**config.mk**
```make
export PLATFORM = sky130hd
export DESIGN_NAME = sico_player_arbiter
export DESIGN_NICKNAME = d
export VERILOG_FILES = /design/src/rtl/sico_arb_pkg.sv /design/src/rtl/sico_rr_pick.sv /design/src/rtl/sico_player_arbiter.sv
export SDC_FILE = /design/constraint.sdc
export NUM_CORES = 1
export LEC_CHECK = 0
export ABC_CLOCK_PERIOD_IN_PS = 2900
export CORE_MARGIN = 2
export CORE_UTILIZATION = 35
export DETAILED_ROUTE_END_ITERATION = 12
export SYNTH_ARGS = -nofsm -noshare
export SYNTH_HDL_FRONTEND = slang
export SYNTH_SLANG_ARGS = --single-unit
```
**constraint.sdc**
```tcl
create_clock -name clk_i -period 2.9 [get_ports clk_i]
set_clock_uncertainty 0.1 [all_clocks]
set_input_delay 0.435 -clock clk_i [delete_from_list [all_inputs] [get_ports clk_i]]
set_output_delay 0.435 -clock clk_i [all_outputs]
set_load 0.03 [all_outputs]
```
**src/rtl/sico_arb_pkg.sv**
```systemverilog
// Shared types and constants for the SiCo player-stream arbiter.
package sico_arb_pkg;

  typedef enum logic [0:0] {
    IDLE = 1'b0,
    LOCK = 1'b1
  } arb_state_e;

  localparam int BEATS_W = 32;

endpackage

```
**src/rtl/sico_rr_pick.sv**
```systemverilog
// Combinational cyclic priority picker: grants the first request at or after ptr, wrapping to 0.
module sico_rr_pick #(
  parameter int NUM_SRC = 4,
  parameter int SRC_W   = $clog2(NUM_SRC)
) (
  input  logic [NUM_SRC-1:0] req,
  input  logic [SRC_W-1:0]   ptr,
  output logic [NUM_SRC-1:0] gnt,
  output logic [SRC_W-1:0]   idx,
  output logic               any
);

  // Walk from the farthest slot back to ptr so the nearest request is written last.
  always_comb begin
    int pos_s;
    pos_s = 0;
    idx   = '0;
    for (int k = NUM_SRC - 1; k >= 0; k--) begin
      pos_s = (int'(ptr) + k >= NUM_SRC) ? int'(ptr) + k - NUM_SRC : int'(ptr) + k;
      idx   = req[pos_s] ? SRC_W'(pos_s) : idx;
    end
    any = |req;
    gnt = any ? (NUM_SRC'(1) << idx) : '0;
  end

endmodule

```
**src/rtl/sico_player_arbiter.sv**
```systemverilog
// Round-robin arbiter merging NUM_SRC SiCo player streams onto one registered output,
// tagged with the winning source index; a winner may keep the grant for up to MAX_BURST beats.
module sico_player_arbiter
  import sico_arb_pkg::*;
#(
  parameter int WIDTH     = 1,
  parameter int NUM_SRC   = 4,
  parameter int MAX_BURST = 1,
  parameter int SRC_W     = $clog2(NUM_SRC)
) (
  input  logic                     clk_i,
  input  logic                     rst_i,
  input  logic [NUM_SRC*WIDTH-1:0] src_data_i,
  input  logic [NUM_SRC-1:0]       src_valid_i,
  output logic [NUM_SRC-1:0]       src_hold_o,
  input  logic [NUM_SRC-1:0]       src_en_i,
  output logic [WIDTH-1:0]         data_o,
  output logic [SRC_W-1:0]         src_o,
  output logic                     valid_o,
  input  logic                     hold_i,
  output logic [BEATS_W-1:0]       beats_o
);

  localparam int               CNT_W    = (MAX_BURST < 2) ? 1 : $clog2(MAX_BURST + 1);
  localparam logic [CNT_W-1:0] CNT_MAX  = CNT_W'(MAX_BURST);
  localparam logic [SRC_W-1:0] SRC_LAST = SRC_W'(NUM_SRC - 1);

  arb_state_e         state_r, next_state_s;
  logic [NUM_SRC-1:0] req_s, pick_gnt_s, win_oh_s;
  logic [SRC_W-1:0]   pick_idx_s, win_idx_s;
  logic [SRC_W-1:0]   ptr_r, ptr_next_s, owner_r, owner_next_s;
  logic [CNT_W-1:0]   cnt_r, cnt_next_s;
  logic               pick_any_s, free_s, load_s;
  logic               valid_r;
  logic [WIDTH-1:0]   data_r;
  logic [SRC_W-1:0]   src_r;
  logic [BEATS_W-1:0] beats_r;

  assign req_s  = src_valid_i & src_en_i;
  assign free_s = !valid_r || !hold_i;

  sico_rr_pick #(
    .NUM_SRC(NUM_SRC),
    .SRC_W  (SRC_W)
  ) u_pick (
    .req(req_s),
    .ptr(ptr_r),
    .gnt(pick_gnt_s),
    .idx(pick_idx_s),
    .any(pick_any_s)
  );

  always_ff @(posedge clk_i or posedge rst_i) begin
    if (rst_i) begin
      state_r <= IDLE;
    end else begin
      state_r <= next_state_s;
    end
  end

  // The pointer advances past every fresh winner, so a burst end or release already finds it at owner+1.
  always_comb begin
    next_state_s = state_r;
    load_s       = 1'b0;
    win_idx_s    = pick_idx_s;
    win_oh_s     = '0;
    cnt_next_s   = cnt_r;
    owner_next_s = owner_r;
    ptr_next_s   = ptr_r;
    case (state_r)
      IDLE: begin
        if (free_s && pick_any_s) begin
          load_s       = 1'b1;
          win_oh_s     = pick_gnt_s;
          cnt_next_s   = CNT_W'(1);
          owner_next_s = pick_idx_s;
          ptr_next_s   = (pick_idx_s == SRC_LAST) ? '0 : pick_idx_s + SRC_W'(1);
          next_state_s = (MAX_BURST > 1) ? LOCK : IDLE;
        end else begin
          next_state_s = IDLE;
        end
      end
      LOCK: begin
        if (!free_s) begin
          next_state_s = LOCK;
        end else if (req_s[owner_r]) begin
          load_s       = 1'b1;
          win_idx_s    = owner_r;
          win_oh_s     = NUM_SRC'(1) << owner_r;
          cnt_next_s   = cnt_r + CNT_W'(1);
          next_state_s = (cnt_next_s == CNT_MAX) ? IDLE : LOCK;
        end else if (pick_any_s) begin
          load_s       = 1'b1;
          win_oh_s     = pick_gnt_s;
          cnt_next_s   = CNT_W'(1);
          owner_next_s = pick_idx_s;
          ptr_next_s   = (pick_idx_s == SRC_LAST) ? '0 : pick_idx_s + SRC_W'(1);
          next_state_s = LOCK;
        end else begin
          next_state_s = IDLE;
        end
      end
      default: begin
        next_state_s = IDLE;
      end
    endcase
  end

  always_comb begin
    if (rst_i) begin
      src_hold_o = '1;
    end else if (load_s) begin
      src_hold_o = ~win_oh_s;
    end else begin
      src_hold_o = '1;
    end
  end

  always_ff @(posedge clk_i or posedge rst_i) begin
    if (rst_i) begin
      ptr_r   <= '0;
      cnt_r   <= '0;
      owner_r <= '0;
      valid_r <= 1'b0;
      data_r  <= '0;
      src_r   <= '0;
      beats_r <= '0;
    end else begin
      ptr_r   <= ptr_next_s;
      cnt_r   <= cnt_next_s;
      owner_r <= owner_next_s;
      if (load_s) begin
        valid_r <= 1'b1;
        data_r  <= src_data_i[int'(win_idx_s)*WIDTH +: WIDTH];
        src_r   <= win_idx_s;
      end else if (!hold_i) begin
        valid_r <= 1'b0;
      end
      if (valid_r && !hold_i) begin
        beats_r <= beats_r + BEATS_W'(1);
      end
    end
  end

  assign valid_o = valid_r;
  assign data_o  = data_r;
  assign src_o   = src_r;
  assign beats_o = beats_r;

endmodule
```
* Yosys cells after proc, flatten, opt, wreduce, memory -nomap -nowiden
Index checks and enable logic that the tools add are counted.
Storage, ports and cells: word-level logic and storage cells 108, register bits 42
Operators by class: magnitude comparators 9, multiplexer cells 60, equal/unequal tests 7, add/sub/neg operators 10, bitwise gates (word level) 3, shifts and indexed selects 3, reductions and logical operators 8
Operators by type and width (count):
- $lt A32 B4 Y1 const B | 4
- $mux W32 | 4
- $sub A32 B4 Y32 const B | 3
- $ge A32 B4 Y1 const B | 2
- $add A32 B1 Y32 const B | 1
- $mux W2 | 16
- $mux W4 | 7
- $mux W1 | 22
- $bmux W1 S2 | 5
- $pmux W2 S2 | 2
- $pmux W4 S2 | 1
- $shl A1 B2 Y4 const A | 2
- $add A2 B2 Y3 const B | 2
- $ne A2 B1 Y1 const B | 3
- $pmux W1 S2 | 3
- $and A4 B4 Y4 | 1
- $ne A2 B2 Y1 const B | 2
- $not A4 Y4 | 1
- $reduce_and A4 Y1 | 1
- $reduce_or A4 Y1 | 1
- $shiftx A4 B3 Y1 | 1
- $sub A2 B3 Y4 const B | 1
- $add A2 B1 Y3 const B | 1
- $ge A2 B3 Y1 const B | 1
- other kinds (11) | 13

* Logic depth before layout (Yosys ltp)
word-level depth 19, depth in mapped cells 7, depth with buffers taken out 7

* Modules after synthesis
A second synthesis with hierarchy kept.
Unflattened totals: cells, all modules 227, area, all modules 2301.0 um2
By module, submodules not included:
- sico_player_arbiter | times used 1, area an instance 2089.5 um2, sequential area each 1051.0 um2, cells each 194
- sico_rr_pick | times used 1, area an instance 211.5 um2, sequential area each 0.0 um2, cells each 33

* Least setup slack after synthesis
OpenSTA, ideal clock, no wires.
path type input to output, from input port src_valid_i[3], to output port src_hold_o[0], slack 480 ps, data required time 2365 ps, arrival time 1885 ps, path buffers 0, stages on the path 5, cell sequence and2_1 -> mux4_2 -> a21oi_2 -> a22oi_1 -> nand2b_1
Between the ends: cells in the longest elaborated chain, start to end 17, elaborated cells on any way between the ends 36
RTL lines:
- start, declared | RTL line sico_player_arbiter.sv:14 | input logic [NUM_SRC-1:0] src_valid_i,
- $and A4 B4 Y4 * | RTL line sico_player_arbiter.sv:39 | assign req_s = src_valid_i & src_en_i;
- $bmux W1 S2 | RTL line sico_rr_pick.sv:20 | idx = req[pos_s] ? SRC_W'(pos_s) : idx;
- $mux W1 (not written as such) (2 in a row) | RTL line sico_rr_pick.sv:20
- $mux W2 (4 in a row) | RTL line sico_rr_pick.sv:20
- $shl A1 B2 Y4 | RTL line sico_rr_pick.sv:23 | gnt = any ? (NUM_SRC'(1) << idx) : '0;
- $mux W4 | RTL line sico_rr_pick.sv:23
- $mux W4 | RTL line sico_player_arbiter.sv:92 | end else if (pick_any_s) begin
- $mux W4 | RTL line sico_player_arbiter.sv:86 | end else if (req_s[owner_r]) begin
- $mux W4 | RTL line sico_player_arbiter.sv:84 | if (!free_s) begin
- $pmux W4 S2 | RTL line sico_player_arbiter.sv:70 | case (state_r)
- $not A4 Y4 | RTL line sico_player_arbiter.sv:113 | src_hold_o = ~win_oh_s;
- $mux W4 * | RTL line sico_player_arbiter.sv:112 | end else if (load_s) begin
- $mux W4 * | RTL line sico_player_arbiter.sv:110 | if (rst_i) begin
- end, declared | RTL line sico_player_arbiter.sv:15 | output logic [NUM_SRC-1:0] src_hold_o,
Every way passes the cells marked *; elsewhere a longest branch is shown, timed or not. The select of a mux whose other input is x is not followed.

* Final worst setup path
Same ends and word-level chain as after synthesis.

==> metrics.txt <==
TritonCTS Sinks=42; fraction of post-synthesis cell area in the top cell type by area=a little under half; DRC violations left=0; top routing layer in use=met4; endpoint class of the critical path=output pin; met2 routed WL=around 2700 um; routed wirelength normalized by instance count=roughly 14 um; cells along the critical path=clkdlybuf4s50_1 -> and2_4 -> o221ai_1 -> nor2_1 -> buf_4 -> inv_1 -> ha_1 -> a22oi_1 -> nand2b_4 -> buf_6; most common cell after layout, fill and taps aside=sky130_fd_sc_hd__clkdlybuf4s50_1; number of library cell types mapped by synthesis=50; Area after DPL=just over 3000 um^2; synth warn=0; largest net degree at the start of global routing=43; count of fill cells added during filler insertion=between 600 and 700; maximum buffer depth of the clock tree=2; area of the mapped netlist=about 2300 um^2; post-layout minimum cycle time=approximately 2800 ps; number of nets in the layout=328; highest fanout seen on the critical path=5; WP data arrival=2240 ps; IO Port Bufs=between 50 and 60; type of the most critical hold path=reg -> reg; total nets after synthesis=241; Die X-Extent=84.6 um; # rows=29; max frequency=360 MHz; Post-synth EDFFs=0; number of max-cap violations=0; number of global-route vias before repair=around 2000; IR drop worst, VDD=around 290 uV; worst rel slew slack=between 60 and 70%; total number of vias=1983; share of async-settable or async-resettable flops after synthesis=100%; Primary FF master, synth=sky130_fd_sc_hd__dfrtp_1; area of combinational cells with multiple inputs=around 1200 um^2; clock latency at the later pin of the worst-skew pair=300 ps; die height=around 85 um; fraction of the yosys area taken by sequential cells=approximately 46%; Overall Power=approximately 1600 uW; hold-fix buffers at CTS=0; fin crit share=about 96%; H-tree lvl count=2; worst-path cell with the longest stage delay=sky130_fd_sc_hd__clkdlybuf4s50_1; slew of the pin with the lowest slew margin=roughly 530 ps; total met3 wirelength after detailed routing=258 um; post-route antenna net violation count=0; iteration count of the initial detailed-routing pass=4; hold violation count in the final report=0; dpl hpwl=approximately 4000 um; layout cells sized above 1=17.2%; critical path class=in -> out; stage delay of the slowest cell on the critical path=470 ps; Reg area=about 1100 um^2; largest cells by area after synthesis=sky130_fd_sc_hd__dfrtp_1 (46%), sky130_fd_sc_hd__xnor2_1 (9.2%), sky130_fd_sc_hd__nand2_1 (5.1%); effective utilization at floorplan=a little over a third; floorplan die area=just over 7000 um^2; placeable core area=~6300 um^2; antenna violations before repair=0; Remaining Overflow, GRT=0; routed length on met1=around 2200 um; synthesized instance count=about 220; setup repair after global routing missed its margin=false; Area growth, synth to finish=42.4%; Pins Over Slew Limit=0; Power per Cell Area=between 500 and 600 nW/um^2; Initial DRC Count=slightly below 80; mean instance size in the synthesized netlist=10.3 um^2; most used cells in the layout excluding fill and tap cells=sky130_fd_sc_hd__clkdlybuf4s50_1 (44), sky130_fd_sc_hd__dfrtp_1 (42), sky130_fd_sc_hd__nand2_1 (31); critical path startpoint category=input port; vias per inst=just over 5; total wire length=~5300 um; final number of setup-violating endpoints=0; clock edge transition at the registers on the reported setup and hold paths=~80 ps; top cell type by total area after synthesis=sky130_fd_sc_hd__dfrtp_1; number of synthesized register bits=between 40 and 50; I/O pin total=55; clock tree from TritonCTS=done; wire length of the first global-routing pass=between 9000 and 10000 um; result of the run=completed; leak pwr=between 0.001 and 0.0015 uW; ANT cells=0; required time of the critical path=about 2400 ps; buffer cell driving the clock tree root=sky130_fd_sc_hd__clkbuf_8; total track usage=about 16%; total clock buffers created by CTS=5; final standard cell utilization of the core=between 50% and 60%; Post-Route Hold Slack=~370 ps; post-layout instance area=roughly 3200 um^2; RD Place Congestion=just under 0.8
sequential cells by signal (all words and copies together) (netlist names):
| signal | flops |
|---|---|
| beats_o | 32 |
| owner_r | 2 |
| ptr_r | 2 |
| src_o | 2 |
| cnt_r | 1 |
| data_o | 1 |
| state_r | 1 |
| valid_o | 1 |
cell type report:
class | count | share of cell area (%)
sequential | 42 | 32.4
tap | 77 | 2.97
inverter | 6 | 0.695
multi-input combinational | 172 | 37.9
clock inverter | 2 | 0.425
timing repair buffer | 81 | 23.4
clock buffer | 6 | 2.24
through the flow:
| step | setup slack (ps) | std cells | setup TNS, ps |
|---|---|---|---|
| 6_report | 123 | 386 | 0 |
| 3_5_place_dp | -242 | 377 | -300 |
| 3_3_place_gp | -224 | 377 | -345 |
| 2_1_floorplan | 480 | 221 | 0 |
| 4_1_cts | 2.07 | 385 | 0 |
| 5_1_grt | 17.2 | 386 | 0 |
critical path, delay by kind of cell:
kind / cells / cell delay (ps)
buffers and inverters: 4 / 790
AND/OR/NAND/NOR: 3 / 510
adder cells (fa/ha/maj): 1 / 180
AO/OA/AOI/OAI: 2 / 300
per-layer routing:
layer / up-vias / track usage (%)
li1: 970 / -
met1: 957 / 19.3
met2: 48 / 27.0
met3: 8 / 4.33
met4: 0 / 5.34
met5: - / 0
path summary, 6_finish.rpt:
kind | from | to | slack [ps] | cells after the start
min in group asynchronous | rst_i | owner_r[1] | 480 | 3
hold / removal | beats_o[31] | beats_o[31] | 370 | 1
setup reg to reg | owner_r[1] | data_o | 690 | 6
max in group asynchronous | rst_i | beats_o[14] | 1840 | 3
setup / recovery | src_valid_i[3] | src_hold_o[0] | 120 | 10
hold reg to reg | beats_o[31] | beats_o[31] | 370 | 1
logic make-up after synthesis:
kind of cell	share of synthesized area (%)
flops	46.2
mux	2.48
compound gates	11.2
simple gates	24.3
fa+ha+maj	2.75
buf+inv	1.15
xor+xnor	11.9
what timing repair did:
action / 4_1_cts / 5_1_grt
pin swaps: 0 / 4
setup buffers: 0 / 1
resized for setup: 3 / 16
setup endpoints to repair: 3 / 4
power by group:
group / switching, uW / internal (uW) / total [uW]
logic: 275 / 244 / 520
clock network: 207 / 170 / 377
registers: 87.0 / 650 / 737
total: 570 / 1060 / 1630
cell usage after synthesis, types with 2 or more instances:
library cell,instances
sky130_fd_sc_hd__dfrtp_1,42
sky130_fd_sc_hd__nand2_1,31
sky130_fd_sc_hd__xnor2_1,24
sky130_fd_sc_hd__nand3_1,14
sky130_fd_sc_hd__and3_1,9
sky130_fd_sc_hd__nand4_1,8
sky130_fd_sc_hd__nor2_1,8
sky130_fd_sc_hd__xor2_1,7
sky130_fd_sc_hd__and2_1,6
sky130_fd_sc_hd__ha_1,5
sky130_fd_sc_hd__inv_1,5
sky130_fd_sc_hd__o21ai_0,5
sky130_fd_sc_hd__a21oi_1,4
sky130_fd_sc_hd__nand3b_1,4
sky130_fd_sc_hd__nor3_1,4
sky130_fd_sc_hd__a22o_1,3
sky130_fd_sc_hd__a22oi_1,2
sky130_fd_sc_hd__a32o_1,2
sky130_fd_sc_hd__a32oi_1,2
sky130_fd_sc_hd__mux4_2,2
sky130_fd_sc_hd__nand2b_1,2
sky130_fd_sc_hd__nor4_1,2
sky130_fd_sc_hd__o21a_1,2
sky130_fd_sc_hd__o21ai_1,2
No activity file was read; power rests on OpenSTA's default activity.
